<file path="config.mk">
export PLATFORM = sky130hd
export DESIGN_NAME = serial_arbiter
export DESIGN_NICKNAME = d
export VERILOG_FILES = /design/src/rtl/serial_arbiter.sv
export SDC_FILE = /design/constraint.sdc
export NUM_CORES = 1
export LEC_CHECK = 0
export CAP_MARGIN = 5
export CORE_MARGIN = 5
export CORE_UTILIZATION = 40
export DETAILED_ROUTE_END_ITERATION = 8
export PLACE_DENSITY = 0.68
export SLEW_MARGIN = 20
export SYNTH_ARGS = -nofsm -noshare
export SYNTH_HDL_FRONTEND = slang
export SYNTH_SLANG_ARGS = --single-unit
</file>
<file path="constraint.sdc">
create_clock -name C -period 2 [get_ports C]
set_input_delay 0.5 -clock C [delete_from_list [all_inputs] [get_ports C]]
set_output_delay 0.5 -clock C [all_outputs]
set_load 0.01 [all_outputs]
</file>
<file path="src/rtl/serial_arbiter.sv">
// Two-requester round-robin arbiter that serialises the winner's word MSB first.
// All state moves on the falling edge of C; every output is a register.
module serial_arbiter #(
  parameter int WIDTH = 4
) (
  input  logic             C,
  input  logic             Rn,
  input  logic             REQ0,
  input  logic             REQ1,
  input  logic [WIDTH-1:0] D0,
  input  logic [WIDTH-1:0] D1,
  output logic             GNT0,
  output logic             GNT1,
  output logic             S,
  output logic             BUSY,
  output logic             DONE
);

  localparam int CW = $clog2(WIDTH);
  localparam logic [CW-1:0] LAST = CW'(WIDTH - 1);

  typedef enum logic [1:0] {IDLE, SHIFT, END} state_t;

  state_t           state, state_n;
  logic [WIDTH-1:0] sr, sr_n;
  logic [CW-1:0]    cnt, cnt_n;
  logic             pri, pri_n;
  logic             gnt0_n, gnt1_n, s_n, busy_n, done_n;
  logic             win0, win1;

  // PRI names the requester that wins a tie; a lone request always wins.
  assign win0 = REQ0 & (~REQ1 | ~pri);
  assign win1 = REQ1 & (~REQ0 |  pri);

  always_ff @(negedge C) begin
    if (!Rn) state <= IDLE;
    else     state <= state_n;
  end

  always_comb begin
    state_n = state;
    case (state)
      IDLE:    if (REQ0 | REQ1) state_n = SHIFT;
      SHIFT:   if (cnt == LAST) state_n = END;
      END:     state_n = IDLE;
      default: state_n = IDLE;
    endcase
  end

  always_comb begin
    sr_n   = sr;
    cnt_n  = cnt;
    pri_n  = pri;
    gnt0_n = 1'b0;
    gnt1_n = 1'b0;
    busy_n = 1'b0;
    done_n = 1'b0;
    case (state)
      IDLE: begin
        if (win0) begin
          gnt0_n = 1'b1;
          sr_n   = D0;
          pri_n  = 1'b1;
          busy_n = 1'b1;
          cnt_n  = '0;
        end else if (win1) begin
          gnt1_n = 1'b1;
          sr_n   = D1;
          pri_n  = 1'b0;
          busy_n = 1'b1;
          cnt_n  = '0;
        end
      end
      SHIFT: begin
        sr_n = {sr[WIDTH-2:0], 1'b0};
        if (cnt == LAST) begin
          done_n = 1'b1;
          cnt_n  = '0;
        end else begin
          busy_n = 1'b1;
          cnt_n  = cnt + CW'(1);
        end
      end
      default: ;
    endcase
    // S always shows the MSB of the word being sent, and is quiet otherwise.
    s_n = busy_n & sr_n[WIDTH-1];
  end

  always_ff @(negedge C) begin
    if (!Rn) begin
      sr   <= '0;
      cnt  <= '0;
      pri  <= 1'b0;
      GNT0 <= 1'b0;
      GNT1 <= 1'b0;
      S    <= 1'b0;
      BUSY <= 1'b0;
      DONE <= 1'b0;
    end else begin
      sr   <= sr_n;
      cnt  <= cnt_n;
      pri  <= pri_n;
      GNT0 <= gnt0_n;
      GNT1 <= gnt1_n;
      S    <= s_n;
      BUSY <= busy_n;
      DONE <= done_n;
    end
  end

endmodule

</file>
Yosys cells after proc, flatten, opt, wreduce, memory -nomap -nowiden --
Cells that the tools add are included.
Word-level totals: word-level logic and storage cells 54, bits in latches 0, memories kept 0, bits in writable memories 0, ROM bits 0, flip-flop bits (word level) 14, bits of input ports 12
Cells by class: $lt $le $gt $ge 0, add/sub/neg operators 1, mux-type cells 18, shifts and indexed selects 0, bitwise logic cells 11, div/mod/pow operators 0, multiply operators 0, equal/unequal tests 5, reduce and logical (&&, ||, !) cells 9
Operator list (count):
- $mux W2 | 5
- $reduce_and A2 Y1 | 5
- $mux W4 | 2
- $pmux W2 S2 | 2
- $pmux W4 S2 | 1
- $mux W1 | 7
- $not A1 Y1 | 5
- $ne A2 B2 Y1 const B | 2
- $reduce_bool A2 Y1 | 2
- $and A1 B1 Y1 | 3
- $ne A3 B3 Y1 const B | 1
- $or A1 B1 Y1 | 3
- $reduce_or A3 Y1 | 1
- $add A2 B1 Y2 const B | 1
- $eq A2 B1 Y1 const B | 1
- $eq A2 B2 Y1 const B | 1
- $logic_not A2 Y1 | 1
- $pmux W1 S2 | 1

Longest topological paths before layout --
Gate-level depths: netlist of run 1.
word-level depth 7, depth in mapped cells 4

==> flow_metrics.tcl, run 1 <==
set metrics [dict create \
    syn_area_um2 656 \
    max_stage_delay_ns 0.30 \
    fillerInstances 122 \
    power.leakage_nw 0.511 \
    max-slew-margin-rel_pct 63.3 \
    htreeDepth 1 \
    whs_path_depth 2 \
    antenna_found_initial 0 \
    finalClockSkew_ns 0.0186 \
    grt.total_usage_pct 15.2 \
    cap_violations 0 \
    clockBufferDepth 2 \
    ys_seq_elements 14 \
    portBuffers 16 \
    timing.rr.start "state[1]" \
    critPathKind "reg -> out" \
    synthFlopType "dfxtp_1" \
    required_ns 1.50 \
    rrSetupSlack_ns 0.67 \
    syn_nets 84 \
    layout_commonest_cell "inv_1" \
    fin_ws_ns -0.271 \
    rsz0062_at_grt "yes" \
    pwr-share-seq_pct 43.6 \
    drc 0 \
    grt_pass1_vias 730 \
    start_kind "register" \
    power_switching_w 0.000242 \
    worstPathArrival_ns 1.77 \
    dp_slack_ns -0.775 \
    internal_power_w 0.000478 \
    cts_buffers 3 \
    core_um2 1520 \
    row_count 14 \
    critical_path.cell_chain "buf_2" \
    diodes 0 \
    ios 17 \
    dieArea_um2 2550 \
    async_flop_share_pct 0 \
    yosysUniqueCellTypes 32 \
    dr.pass1.iters 4 \
    hold_class "reg -> reg" \
    cp_max_fo 1 \
    reg2reg_to "sr[3]" \
    layout_common_cells "inv_1 (18), dfxtp_1 (12), buf_4 (7), buf_6 (5), dlygate4sd2_1 (5)" \
    cts_tree "yes" \
    die_w_um 50.5 \
    p_per_area_nw_per_um2 676 \
    final_hold_viol_count 0 \
    grt_max_degree 11 \
    vias 676 \
    ir_drop_v 0.000499 \
    tightest_slew_ns 0.550 \
    power_frac_comb_pct 18.2 \
    grt_pass1_wl_um 3040 \
    grt.overflow.total 0 \
    crit_family "flip-flops" \
    syn_avg_cell_area_um2 9.23 \
    syn_inst 71 \
    critPathBufInv 1 \
    status "complete, but fails checks" \
    endpoint_kind "output pin" \
    cts.sinks 14 \
    ys_warn_count 0 \
    violations "negative setup slack" \
    path_clk_slew_ns 0.05 \
    synth_edf_count 0 \
    ys_seq_area_share_pct 42.7 \
    clkPwrFrac_pct 38.2 \
    dp_hpwl_um 1150 \
    die_h_um 50.5 \
    vias_per_cell 5.37 \
    critPathSlowestCell "dfxtp_1" \
    rr_worst_depth 3 \
    holdBufCountCts 0 \
    min_delay_worst_endpoint "cnt[1]" \
    routabilityCongestion 0.783 \
    drive_above_1_share_pct 40.0 \
    setup_violations 7 \
    cts_root_buffer "clkbuf_4" \
    antenna_left 0 \
    wire_per_inst_um 13.7 \
    clkLatencyLatePin_ns 0.36 \
    hold_start "cnt[1]" \
    start_util_pct 43.0 \
    fin_nets 124 \
    maxSlewViolCount 0 \
    syn_to_final_growth_pct 62.4 \
    power_w 0.000720 \
    switching_share_pct 33.6 \
    drt_iter0_markers 14 \
    wirelength_um 1730 \
]
## layer usage
metal  GRT usage, %  up-vias  wire [um]
met5              0        -          0
met4           7.23        0          0
met3           7.99        0        108
met2           22.9       17        891
met1           17.6      312        733
li1               -      347          -
## stage by stage
step	hold slack, ns	utilization (%)	cells	setup TNS (ns)	cell area [um2]
2_1_floorplan	0.453	-	71	-0.955	694
5_1_grt	0.493	69.9	126	-1.56	1060
3_3_place_gp	0.464	58.8	107	-10.72	896
6_report	0.462	69.9	126	-1.29	1060
3_5_place_dp	0.472	58.8	107	-11.00	896
4_1_cts	0.466	65.8	126	-1.39	1000
## timing repair
action                     4_1_cts  5_1_grt
pin swaps                        9        8
resized for setup               48       16
setup endpoints to repair       19       12
buffers inserted                 2        0
## cell usage after synthesis (2+ instances only)
| cell | instances | share of area [%] |
|---|---|---|
| a211oi_1 | 3 | 3.4 |
| a21oi_1 | 4 | 3.1 |
| a311oi_1 | 2 | 2.7 |
| and3_1 | 3 | 2.9 |
| buf_2 | 2 | 1.5 |
| dfxtp_1 | 14 | 43 |
| inv_1 | 5 | 2.9 |
| nand2_1 | 3 | 1.7 |
| nand3_1 | 4 | 3.1 |
| nand4_1 | 3 | 2.9 |
| nor2_1 | 2 | 1.1 |
| nor2b_1 | 2 | 1.9 |
| o211ai_1 | 3 | 3.4 |
| o21ai_0 | 2 | 1.5 |
| o31ai_1 | 2 | 2.3 |
## worst min-delay path: stages (launching register included)
cell     delay, ns
dfxtp_1       0.31
o21ai_2       0.05
a21oi_1       0.05
## state kept, by name, indices dropped and copies added, names as in the netlist
register / count
S: 1
pri: 1
GNT0: 1
sr: 4
BUSY: 1
GNT1: 1
state: 2
DONE: 1
cnt: 2
## power groups by stage
stage | Sequential, W | Combinational (W) | Clock [W]
after floorplan | 0.000312 | 0.0000621 | 0.0000460
after global placement | 0.000316 | 0.000110 | 0.0000460
after detailed placement | 0.000316 | 0.000110 | 0.0000460
after CTS | 0.000313 | 0.000116 | 0.000292
after global routing | 0.000316 | 0.000142 | 0.000334
final | 0.000314 | 0.000131 | 0.000275
## cell type report
cell class                      instances  area (um2)  share of cell area, %
Sequential cell                        14         283                   26.6
Tap cell                               16        20.0                   1.88
Multi-Input combinational cell         48         439                   41.2
Inverter                                4        15.0                   1.41
Clock inverter                         15        57.6                   5.41
Clock buffer                            3        22.5                   2.12
Timing Repair Buffer                   26         228                   21.4
## cells by family (layout without fill, tap and decap cells)
| group | count (synthesis) | count (layout) | synth area share, % |
|---|---|---|---|
| simple gates | 22 | 22 | 19.5 |
| compound gates | 25 | 25 | 28.6 |
| buf+inv | 9 | 48 | 7.25 |
| fa+ha+maj | 1 | 1 | 1.91 |
| flops | 14 | 14 | 42.7 |
## how the worst max path moves through the flow
stage                     startpoint  endpoint  slack [ns]  cells after the start
after global placement          REQ1         S       -0.73                      5
after floorplan                 REQ1     sr[1]       -0.18                      3
final                           GNT0      GNT0       -0.27                      1
after CTS                       GNT0      GNT0       -0.30                      1
after global routing            GNT0      GNT0       -0.31                      1
after detailed placement        REQ0     sr[1]       -0.77                      4
No activity file was read; power rests on OpenSTA's default activity.
==> run 2: changes to the inputs <==
--- a/config.mk
+++ b/config.mk
@@ -6,10 +6,11 @@
 export NUM_CORES = 1
 export LEC_CHECK = 0
 export CAP_MARGIN = 5
-export CORE_MARGIN = 5
+export CORE_MARGIN = 2
 export CORE_UTILIZATION = 40
 export DETAILED_ROUTE_END_ITERATION = 8
 export PLACE_DENSITY = 0.68
+export SETUP_SLACK_MARGIN = 0.1
 export SLEW_MARGIN = 20
 export SYNTH_ARGS = -nofsm -noshare
 export SYNTH_HDL_FRONTEND = slang
==> run 2 against run 1 <==
  * The run still ends with negative setup slack left
  * Cell area increased by 2.8%
  * Routed wire length increased by 2.0%
  * Non-clock buffer count increased by 3
  * Via count increased by 5.0%
  * Die area decreased by 22%
  * Critical path type unchanged
  * Largest cell class unchanged
  * Highest routed layer is now met4
==> flow_metrics.tcl, run 2 (same netlist as run 1, synthesis figures left out) <==
set metrics [dict create \
    status "complete, but fails checks" \
    violations "negative setup slack" \
    antenna_found_initial 0 \
    max_stage_delay_ns 0.31 \
    grt_max_degree 11 \
    finalClockSkew_ns 0.0151 \
    antenna_left 0 \
    clockBufferDepth 2 \
    cts_root_buffer "clkbuf_4" \
    reg2reg_to "sr[3]" \
    fillerInstances 121 \
    max-slew-margin-rel_pct 61.5 \
    dieArea_um2 1980 \
    cp_max_fo 1 \
    largest_reg_flops 4 \
    start_util_pct 43.0 \
    drt_iter0_markers 17 \
    critPathBufInv 1 \
    ios 17 \
    tightest_slew_ns 0.577 \
    wire_per_inst_um 13.7 \
    required_ns 1.50 \
    diodes 0 \
    layout_common_cells "inv_1 (15), dfxtp_1 (13), buf_4 (9), buf_6 (5)" \
    critical_path.cell_chain "buf_2" \
    rsz0062_at_grt "yes" \
    critPathSlowestCell "dfxtp_1" \
    power.leakage_nw 0.537 \
    crit_path_end "GNT1" \
    path_clk_slew_ns 0.04 \
    layout_commonest_cell "inv_1" \
    syn_to_final_growth_pct 67.0 \
    vias 710 \
    largest_register "sr" \
    cp.depth 1 \
    timing.rr.start "state[1]" \
    cap_violations 0 \
    routabilityCongestion 0.775 \
    drc 0 \
    reg_top3 "sr: 4 flops, cnt: 2 flops, state: 2 flops" \
    cts_buffers 3 \
    finish.utilization_pct 71.8 \
    stdcell_count 129 \
    cts.sinks 14 \
    die_w_um 44.5 \
    htreeDepth 1 \
    critPathKind "reg -> out" \
    maxSlewViolCount 0 \
    ir_drop_v 0.000372 \
    start_kind "register" \
    crit_family "flip-flops" \
    portBuffers 16 \
    clkLatencyLatePin_ns 0.36 \
    grt_pass1_wl_um 2790 \
    dp_hpwl_um 1160 \
    vias_per_cell 5.50 \
    row_count 14 \
    fin_ws_ns -0.299 \
    dr.pass1.iters 4 \
    fin_nets 127 \
    rr_worst_depth 3 \
    final_hold_viol_count 0 \
    hold_class "reg -> reg" \
    endpoint_kind "output pin" \
    cts_tree "yes" \
    place_inst 108 \
    die_h_um 44.5 \
    critPathLaunch "GNT1" \
    drive_above_1_share_pct 42.5 \
    rrSetupSlack_ns 0.64 \
    grt_pass1_vias 671 \
    setup_violations 6 \
    grt.total_usage_pct 20.0 \
    wirelength_um 1770 \
    worstPathArrival_ns 1.80 \
    p_per_area_nw_per_um2 671 \
    core_um2 1520 \
    grt.overflow.total 0 \
]
[run 2: cell count changes in the layout (fill, tap and decap cells not counted), sizes merged]
cell,change
dlygate4sd2,-1
buf,+4
clkdlybuf4s50,-1
dlymetal6s2s,+1
[run 2: report_power, final]
| group | internal, W | switching [W] | total [W] |
|---|---|---|---|
| Sequential | 0.000298 | 0.0000188 | 0.000316 |
| Combinational | 0.0000774 | 0.0000604 | 0.000138 |
| Clock | 0.000110 | 0.000171 | 0.000280 |
| Total | 0.000485 | 0.000250 | 0.000735 |
[run 2: stage by stage]
| stage | hold WS (ns) | setup WS (ns) | TNS [ns] | power [W] | cell area, um2 |
|---|---|---|---|---|---|
| 6_report | 0.465 | -0.299 | -1.33 | 0.000735 | 1090 |
| 5_1_grt | 0.490 | -0.323 | -1.47 | 0.000784 | 1090 |
| 4_1_cts | 0.472 | -0.283 | -1.36 | 0.000725 | 1030 |
| 3_5_place_dp | 0.483 | -0.811 | -11.36 | 0.000477 | 911 |
| 3_3_place_gp | 0.459 | -0.792 | -10.95 | 0.000474 | 911 |
| 2_1_floorplan | 0.453 | -0.176 | -0.955 | 0.000422 | 702 |
[run 2: metal layers]
metal	routed length (um)	share of wire, %	GRT usage (%)
met5	0	0	0
met4	33	1.9	14.5
met3	55	3.1	7.76
met2	964	55	32.2
met1	714	40	21.1
[run 2: worst min path at each step]
stage | from | depth (start not counted) | endpoint | slack, ns
after floorplan | cnt[1] | 2 | cnt[1] | 0.45
after global placement | cnt[1] | 2 | cnt[1] | 0.46
final | cnt[1] | 2 | cnt[1] | 0.47
after CTS | cnt[1] | 2 | cnt[1] | 0.47
after global routing | cnt[1] | 2 | cnt[1] | 0.49
after detailed placement | cnt[1] | 2 | cnt[1] | 0.48
[run 2: timing repair]
action / CTS / global route
setup endpoints to repair: 19 / 14
resized for setup: 57 / 15
pin swaps: 17 / 15
setup buffers: 2 / 2
gates cloned: 0 / 0
hold buffers: 0 / 0
[run 2: layout make-up]
type | count | area (um2) | area share, %
inverter | 4 | 15.0 | 1.37
sequential | 14 | 282 | 25.7
clock buffer | 3 | 22.5 | 2.06
clock inverter | 15 | 57.6 | 5.26
multi-input combinational | 48 | 439 | 40.1
tap | 16 | 20.0 | 1.83
timing repair buffer | 29 | 259 | 23.7
[run 2: tightest hold or removal path: cells and delay by family (launching register included)]
kind / cells / cell delay [ns]
AOI/OAI and AO/OA: 2 / 0.10
DFF: 1 / 0.32
